--- config.mk ---
export PLATFORM = sky130hd
export DESIGN_NAME = comm_tx_sequencer
export DESIGN_NICKNAME = d
export VERILOG_FILES = /design/src/rtl/comm_tx_sequencer.sv
export SDC_FILE = /design/constraint.sdc
export NUM_CORES = 1
export LEC_CHECK = 0
export CORE_MARGIN = 2
export CORE_UTILIZATION = 45
export DETAILED_ROUTE_END_ITERATION = 10
export GPL_ROUTABILITY_DRIVEN = 0
export GPL_TIMING_DRIVEN = 0
export MAX_ROUTING_LAYER = met4
export PLACE_DENSITY = 0.74
export SETUP_SLACK_MARGIN = 0.4
export SLEW_MARGIN = 25
export SYNTH_ARGS = -nofsm -noshare
export SYNTH_HDL_FRONTEND = slang
export SYNTH_SLANG_ARGS = --single-unit
--- constraint.sdc ---
create_clock -name clk -period 2 [get_ports clk]
set_input_delay 0.4 -clock clk [delete_from_list [all_inputs] [get_ports clk]]
set_output_delay 0.4 -clock clk [all_outputs]
set_load 0.005 [all_outputs]
--- src/rtl/comm_tx_sequencer.sv ---
// comm_tx_sequencer: drives 4-bit words into the mux/demux channel one bit
// slot at a time and reassembles the returned bits into rx_word.
//
// Ports:
//   clk, rst         : single rising-edge clock, synchronous active-high reset
//   in_msg/in_valid  : upstream word and its valid
//   in_ready         : buffer can accept (from registered occupancy, = !full)
//   msg_out          : word presented to the channel mux data input
//   sel              : current bit slot 0..3 (0 outside a frame)
//   chan_bit         : bit returned by the channel for the current slot
//   busy             : frame in progress (SEND or DONE)
//   rx_word/rx_valid : reassembled word, one-cycle valid at frame end
//   rx_err/err_count : loopback mismatch flag and saturating counter
//
// Optional feature: define COMM_SEQ_LOOPBACK_CHECK_EN to compare each
// received word with the transmitted one. Undefined, rx_err and err_count
// are tied to 0 and no compare logic exists.
module comm_tx_sequencer #(
   parameter int FIFO_DEPTH  = 2,
   parameter int SLOT_CYCLES = 1
) (
   input  logic       clk,
   input  logic       rst,
   input  logic [3:0] in_msg,
   input  logic       in_valid,
   output logic       in_ready,
   output logic [3:0] msg_out,
   output logic [1:0] sel,
   input  logic       chan_bit,
   output logic       busy,
   output logic [3:0] rx_word,
   output logic       rx_valid,
   output logic       rx_err,
   output logic [7:0] err_count
);

   localparam int AW = (FIFO_DEPTH > 2) ? $clog2(FIFO_DEPTH) : 1;
   localparam int CW = (SLOT_CYCLES > 1) ? $clog2(SLOT_CYCLES) : 1;
   localparam logic [AW:0] FULL_CNT = (AW+1)'(FIFO_DEPTH);
   localparam logic [CW-1:0] SLOT_LAST = CW'(SLOT_CYCLES - 1);

   typedef enum logic [1:0] {
      IDLE = 2'd0,
      SEND = 2'd1,
      DONE = 2'd2
   } state_t;

   state_t state;
   state_t state_nxt;

   logic [3:0]    mem [FIFO_DEPTH];
   logic [AW-1:0] rd_ptr;
   logic [AW-1:0] wr_ptr;
   logic [AW:0]   count;
   logic          push;
   logic          pop;
   logic          empty;

   logic [3:0]    tx_reg;
   logic [3:0]    rx_shift;
   logic [3:0]    shift_nxt;
   logic [CW-1:0] cyc_cnt;
   logic [1:0]    slot;
   logic          slot_end;
   logic          frame_end;

   // Occupancy is registered, so a pop this cycle frees space only next cycle.
   assign in_ready = (count != FULL_CNT);
   assign empty    = (count == '0);
   assign push     = in_valid & in_ready;
   assign slot_end = (cyc_cnt == SLOT_LAST);
   assign msg_out  = tx_reg;

   always_ff @(posedge clk) begin
      if (rst) begin
         state <= IDLE;
      end else begin
         state <= state_nxt;
      end
   end

   always_comb begin
      state_nxt = state;
      pop       = 1'b0;
      frame_end = 1'b0;
      busy      = (state != IDLE);
      rx_valid  = (state == DONE);
      sel       = 2'd0;
      shift_nxt = rx_shift;
      shift_nxt[slot] = chan_bit;
      unique case (state)
         IDLE: begin
            if (!empty) begin
               pop       = 1'b1;
               state_nxt = SEND;
            end
         end
         SEND: begin
            sel = slot;
            if (slot_end && (slot == 2'd3)) begin
               frame_end = 1'b1;
               state_nxt = DONE;
            end
         end
         DONE: begin
            // Chain straight into the next frame when a word is waiting.
            if (!empty) begin
               pop       = 1'b1;
               state_nxt = SEND;
            end else begin
               state_nxt = IDLE;
            end
         end
         default: begin
            state_nxt = IDLE;
         end
      endcase
   end

   always_ff @(posedge clk) begin
      if (push && !rst) begin
         mem[wr_ptr] <= in_msg;
      end
   end

   always_ff @(posedge clk) begin
      if (rst) begin
         rd_ptr   <= '0;
         wr_ptr   <= '0;
         count    <= '0;
         tx_reg   <= 4'd0;
         rx_shift <= 4'd0;
         rx_word  <= 4'd0;
         slot     <= 2'd0;
         cyc_cnt  <= '0;
      end else begin
         if (push) begin
            wr_ptr <= wr_ptr + 1'b1;
         end
         unique case ({push, pop})
            2'b10:   count <= count + 1'b1;
            2'b01:   count <= count - 1'b1;
            default: count <= count;
         endcase
         if (pop) begin
            tx_reg  <= mem[rd_ptr];
            rd_ptr  <= rd_ptr + 1'b1;
            slot    <= 2'd0;
            cyc_cnt <= '0;
         end else if (state == SEND) begin
            if (slot_end) begin
               cyc_cnt  <= '0;
               rx_shift <= shift_nxt;
               slot     <= slot + 1'b1;
            end else begin
               cyc_cnt <= cyc_cnt + 1'b1;
            end
         end
         // Last bit arrives on this edge, so take it straight from chan_bit.
         if (frame_end) begin
            rx_word <= shift_nxt;
         end
      end
   end

`ifdef COMM_SEQ_LOOPBACK_CHECK_EN
   logic       err_q;
   logic [7:0] err_cnt;
   logic       mismatch;

   assign mismatch = frame_end && (shift_nxt != tx_reg);

   // Flag is set on the edge into DONE, so it lines up with rx_valid.
   always_ff @(posedge clk) begin
      if (rst) begin
         err_q   <= 1'b0;
         err_cnt <= 8'd0;
      end else begin
         err_q <= mismatch;
         if (mismatch && (err_cnt != 8'hFF)) begin
            err_cnt <= err_cnt + 8'd1;
         end
      end
   end

   assign rx_err    = err_q;
   assign err_count = err_cnt;
`else
   assign rx_err    = 1'b0;
   assign err_count = 8'd0;
`endif

endmodule
==> results of run 1 <==
layout by cell type (no fill, tap or decap), types with 7 or more instances in the layout:
cell type / netlist / routed
buf_4: 10 / 16
buf_6: 1 / 8
clkdlybuf4s50_1: 0 / 8
conb_1: 1 / 9
dfxtp_1: 19 / 7
dfxtp_2: 0 / 11
dlymetal6s2s_1: 0 / 7
edfxtp_1: 8 / 8
mux2i_1: 8 / 8
nor2_1: 11 / 11
worst paths after layout:
path / startpoint / slack, ns / endpoint / depth (start not counted)
worst max-delay path: state[0]$_SDFFE_PP0P_ / 0.34 / count[1]$_SDFFE_PP0P_ / 8
worst min-delay path: rx_word[3]$_SDFFE_PP0P_ / 0.47 / rx_word[3]$_SDFFE_PP0P_ / 2
worst max register to register: state[0]$_SDFFE_PP0P_ / 0.34 / count[1]$_SDFFE_PP0P_ / 8
worst min register to register: rx_word[3]$_SDFFE_PP0P_ / 0.47 / rx_word[3]$_SDFFE_PP0P_ / 2
cell families (layout without fill, tap and decap cells):
family | count (synthesis) | in the layout
XOR/XNOR | 4 | 4
AO/OA/AOI/OAI | 20 | 20
AND/OR/NAND/NOR | 31 | 31
other | 1 | 9
adder cells (fa/ha/maj) | 5 | 5
buffers and inverters | 20 | 55
multiplexers | 8 | 8
flip-flops | 27 | 27
metrics by stage:
step	util	power (uW)	setup slack (ns)	instance area, um2	hold slack, ns
after floorplan	-	1140	0.488	1260	0.453
after global placement	0.589	1300	-0.0266	1500	0.447
after CTS	0.637	1720	0.196	1620	0.485
after detailed placement	0.589	1320	-0.0752	1500	0.466
after global routing	0.671	1940	0.276	1710	0.500
final	0.671	1810	0.336	1710	0.473
power by group:
| group | leakage [uW] | internal [uW] | total [uW] | switching [uW] |
|---|---|---|---|---|
| sequential | 0.000234 | 666 | 731 | 65.3 |
| combinational | 0.000548 | 501 | 848 | 347 |
| clock | 0.0000177 | 75.1 | 235 | 160 |
per-layer routing:
metal / wire [um] / vias up
met5: 0 / -
met4: 58 / 0
met3: 114 / 6
met2: 1080 / 27
met1: 960 / 427
li1: - / 468
state kept, by name (all words and copies together), names as in the netlist:
register and cells:
state 2, mem 8, msg_out 4, count 2, wr_ptr 1, slot 2, rx_shift 3, rx_word 4
rd_ptr 1
cell type report:
type,count,area (um2),area share
Clock buffer,3,22.5,0.0132
Timing Repair Buffer,31,308,0.180
Multi-Input combinational cell,77,571,0.334
Tap cell,30,37.5,0.0220
Buffer,15,108,0.0630
Inverter,5,18.8,0.0110
Clock inverter,1,5.00,0.00293
Sequential cell,27,638,0.374
what timing repair did:
action / 4_1_cts / 5_1_grt
pin swaps: 4 / 0
resized for setup: 25 / 28
buffers inserted: 7 / 4
endpoints found under the setup margin: 11 / 18
worst reg2reg max path: cells and delay by family (launching register included):
kind	cells	cell delay, ns
xor gates and xnor gates	1	0.14
and+or+nand+nor	1	0.36
buffers and inverters	3	0.31
AOI/OAI and AO/OA	2	0.27
adders and majority gates	1	0.16
DFF	1	0.37
==> flow_metrics.env, run 1 <==
export IMPL_synth_area_um2=1230
export IMPL_setup_viol=0
export IMPL_finalHoldViolations=0
export IMPL_clkSinkCount=27
export IMPL_cp_slowest_cell="dfxtp_2"
export IMPL_tritoncts="built"
export IMPL_clk_pin_slew_ns=0.14
export IMPL_n_fill_cell=208
export IMPL_fp_dieH_um=56.3
export IMPL_stdcell_count=189
export IMPL_synth_compound_area_share=0.116
export IMPL_n_antenna_cell=0
export IMPL_ctsHtreeMaxLevel=1
export IMPL_crit_path_frequent_cell="buf_6"
export IMPL_critPathKind="flop to flop"
export IMPL_path_buf_inv=3
export IMPL_endpoint_kind="flop"
export IMPL_critPathMaxFanout=4
export IMPL_routed_wl_um=2210
export IMPL_tightest_slew_ns=0.612
export IMPL_syn_inst=116
export IMPL_critPathTopFamily="flip-flops"
export IMPL_finClkSkew_ns=0.00569
export IMPL_core_area_um2=2540
export IMPL_outcome="finished clean"
export IMPL_clk_path_buf_depth=2
export IMPL_tns_ns=0
export IMPL_arrival_ns=1.93
export IMPL_synth_top_family_by_area="simple AND/OR/NAND/NOR gates"
export IMPL_max_freq_mhz=601
export IMPL_p_per_area_nw_per_um2=1060
export IMPL_slew_headroom=0.591
export IMPL_min_period_ns=1.66
export IMPL_antenna_found_initial=0
export IMPL_floorplan_initialDensity=0.484
export IMPL_grt_busiest_layer="met2"
export IMPL_synth_common_cells="dfxtp_1 (19), nor2_1 (11), buf_4 (10)"
export IMPL_area_growth_syn_to_layout_pct=38.7
export IMPL_async_flop_share=0
export IMPL_synth_adder_area_share=0.0508
export IMPL_wire_per_inst_um=11.7
export IMPL_synth_seq_cells=27
export IMPL_met1_usage=0.181
export IMPL_hp_class="flop to flop"
export IMPL_place_inst=174
export IMPL_met2_usage=0.245
export IMPL_rsz0062_at_grt="yes"
export IMPL_drive_above_1_share=0.352
export IMPL_worstPathRequired_ns=2.27
export IMPL_grt_usage=0.156
export IMPL_cts_root_buffer="clkbuf_4"
export IMPL_grt_max_degree=16
export IMPL_synth_distinct_cells=32
export IMPL_max_cap_violations=0
export IMPL_first_pass_iters=4
export IMPL_vias_per_cell=4.91
export IMPL_detail_route_antenna_nets=0
export IMPL_yosys_top_cells_area="dfxtp_1 (31%), edfxtp_1 (20%), mux2i_1 (6.5%), buf_4 (6.1%), ha_1 (5.1%)"
export IMPL_drcViolationCount=0
export IMPL_worstPathCellList="buf_6, buf_6, o21ba_4, buf_6, ha_4, xnor2_2, or3_1, a21oi_2"
export IMPL_cp_start_kind="flop"
export IMPL_dpl_hpwl_um=1510
export IMPL_cpPeakStageDelay_ns=0.37
export IMPL_synthMuxAreaShare=0.0650
export IMPL_grt_ovfl_total=0
export IMPL_p_leak_uw=0.000800
export IMPL_cts_made_buffers=3
export IMPL_num_vias=928
export IMPL_cts_hold_buf=0
export IMPL_dieArea_um2=3170
export IMPL_die_w_um=56.3
export IMPL_synth_most_common_cell="dfxtp_1"
export IMPL_max_vdd_ir_drop_mv=0.685
export IMPL_synth_top_area_share=0.309
export IMPL_ys_warn_count=0
export IMPL_synth_flop_cell="dfxtp_1"
export IMPL_synth_edff_count=8
export IMPL_first_iter_violations=13
export IMPL_grt_pass1_wl_um=3760
export IMPL_drv_slew=0
export IMPL_yosysSeqAreaShare=0.504
export IMPL_grt_pass1_vias=896
export IMPL_portBuffers=20
export IMPL_syn_avg_cell_area_um2=10.6
export IMPL_top_level_ports=30
export IMPL_nets=173
export IMPL_synth_simple_area_share=0.133
export IMPL_std_cell_rows=18
export IMPL_insertion_delay_ns=0.32
export IMPL_finalCritPeriodShare=0.832
export IMPL_yosysTopAreaCell="dfxtp_1"
export IMPL_met3_usage=0.0276
export IMPL_synth_xor_area_share=0.0285
No activity file was read; power rests on OpenSTA's default activity.
==> run 2, diff against run 1 <==
- CORE_UTILIZATION: 45 -> 43
- clock period: 2 -> 1.45 ns (I/O delays scaled with it)
==> flow_metrics.env, run 2 (synthesis gave the netlist of run 1 again) <==
export IMPL_p_switching_uw=1060
export IMPL_cp_start_kind="flop"
export IMPL_grt_ovfl_total=0
export IMPL_dpl_hpwl_um=1680
export IMPL_clk_pin_slew_ns=0.15
export IMPL_std_cell_rows=19
export IMPL_die_w_um=57.5
export IMPL_p_per_area_nw_per_um2=1570
export IMPL_ctsHtreeMaxLevel=1
export IMPL_max_vdd_ir_drop_mv=1.29
export IMPL_insertion_delay_ns=0.32
export IMPL_drcViolationCount=0
export IMPL_wire_per_inst_um=15.0
export IMPL_top_level_ports=30
export IMPL_post_dp_cell_area_um2=1590
export IMPL_portBuffers=20
export IMPL_grt_pass1_vias=953
export IMPL_cts_hold_buf=0
export IMPL_rrSetupSlack_ns=-0.12
export IMPL_arrival_ns=1.29
export IMPL_p_leak_uw=0.000826
export IMPL_switching_share=0.335
export IMPL_detail_route_antenna_nets=0
export IMPL_final_common_cell="buf_4"
export IMPL_dieArea_um2=3310
export IMPL_first_pass_iters=4
export IMPL_grt_usage=0.182
export IMPL_finalHoldViolations=0
export IMPL_critPathTopFamily="flip-flops"
export IMPL_path_buf_inv=3
export IMPL_clk_path_buf_depth=2
export IMPL_cts_root_buffer="clkbuf_4"
export IMPL_largest_reg_flops=8
export IMPL_antenna_found_initial=0
export IMPL_layout_cells_most_common_list="buf_4 (23), buf_6 (14), buf_2 (11), conb_1 (9), dfxtp_2 (9)"
export IMPL_nets=186
export IMPL_reg2reg_depth=7
export IMPL_n_fill_cell=187
export IMPL_area_growth_syn_to_layout_pct=63.1
export IMPL_finalCritPeriodShare=1.09
export IMPL_cpPeakStageDelay_ns=0.38
export IMPL_grt_max_degree=16
export IMPL_cp_slowest_cell="dfxtp_4"
export IMPL_routed_wl_um=3050
export IMPL_critPathMaxFanout=3
export IMPL_p_clk_frac=0.105
export IMPL_grt_pass1_wl_um=4490
export IMPL_floorplan_initialDensity=0.450
export IMPL_endpoint_kind="output pin"
export IMPL_rsz0062_at_grt="yes"
export IMPL_first_iter_violations=16
export IMPL_path_depth=5
export IMPL_drv_slew=0
export IMPL_finalPower_uw=3160
export IMPL_crit_path_frequent_cell="buf_6"
export IMPL_stdcell_count=203
export IMPL_setup_ws_ns=-0.130
export IMPL_violations="setup timing"
export IMPL_fin_area_um2=2010
export IMPL_seqPwrFrac=0.326
export IMPL_critPathKind="flop to output pin"
export IMPL_hp_class="primary input to flop"
export IMPL_regMostFlops="mem"
export IMPL_num_vias=989
export IMPL_max_freq_mhz=633
export IMPL_n_antenna_cell=0
export IMPL_setup_viol=4
export IMPL_pre_cts_ws_ns=-0.313
export IMPL_min_period_ns=1.58
export IMPL_core_area_um2=2730
export IMPL_hold_depth=4
export IMPL_finClkSkew_ns=0.00164
export IMPL_outcome="finished, violations left"
export IMPL_drive_above_1_share=0.651
export IMPL_cts_made_buffers=3
export IMPL_fp_dieH_um=57.5
export IMPL_max_cap_violations=0
export IMPL_worstPathRequired_ns=1.16
export IMPL_tns_ns=-0.418
export IMPL_place_inst=175
export IMPL_vias_per_cell=4.87
export IMPL_tritoncts="built"
export IMPL_clkSinkCount=27
export IMPL_p_int_uw=2100
export IMPL_power_frac_comb=0.569
export IMPL_worstPathCellList="buf_6, nor2b_4, buf_6, and2_4, buf_6"
-- run 2: cell types whose count changed in the layout (fill, tap and decap cells not counted), moves of 6 or more --
| cell | delta |
|---|---|
| buf_2 | +9 |
| buf_4 | +7 |
| dlymetal6s2s_1 | -7 |
| a211oi_1 | -6 |
| a211oi_2 | +6 |
| buf_6 | +6 |
-- run 2: through the flow --
step            util  hold WS [ns]
6_report       0.735         0.483
5_1_grt        0.735         0.472
4_1_cts        0.674         0.484
3_5_place_dp   0.581         0.462
3_3_place_gp   0.581         0.449
2_1_floorplan      -         0.350
-- run 2: layout make-up --
class                           instances  area, um2  area share
Multi-Input combinational cell         77        757       0.377
Sequential cell                        27        647       0.322
Timing Repair Buffer                   44        397       0.198
Buffer                                 15        123      0.0611
Tap cell                               31       38.8      0.0193
Clock buffer                            3       22.5      0.0112
Inverter                                5       18.8     0.00935
Clock inverter                          1       5.00     0.00249
-- run 2: per-layer routing --
layer / share of wire / vias to the layer above / global-route usage
met5: 0 / - / -
met4: 0.012 / 0 / 0.0465
met3: 0.045 / 6 / 0.0295
met2: 0.53 / 27 / 0.315
met1: 0.41 / 465 / 0.219
li1: - / 491 / -
-- run 2: worst paths after layout --
check,to,start
worst max register to register,count[1]$_SDFFE_PP0P_,count[1]$_SDFFE_PP0P_
worst min-delay path,wr_ptr$_SDFFE_PP0P_,in_valid
worst max-delay path,sel[0],state[0]$_SDFFE_PP0P_
worst min register to register,rx_word[3]$_SDFFE_PP0P_,rx_word[3]$_SDFFE_PP0P_
-- run 2: timing repair --
action | CTS | global route
gates cloned | 0 | 1
pin swaps | 20 | 15
setup buffers | 16 | 7
endpoints found under the setup margin | 39 | 39
gates resized for setup | 101 | 20
-- run 2: power groups by stage --
stage	registers, uW	clock network, uW	logic, uW
after floorplan	1020	0	666
after global placement	1030	0	876
after detailed placement	1050	0	907
after CTS	1020	333	1350
after global routing	1050	378	1900
final	1030	333	1800
-- run 2: worst min-delay path: stages --
cell	delay, ns
dlygate4sd2_1	0.27
inv_1	0.07
or3_1	0.10
a21oi_1	0.06
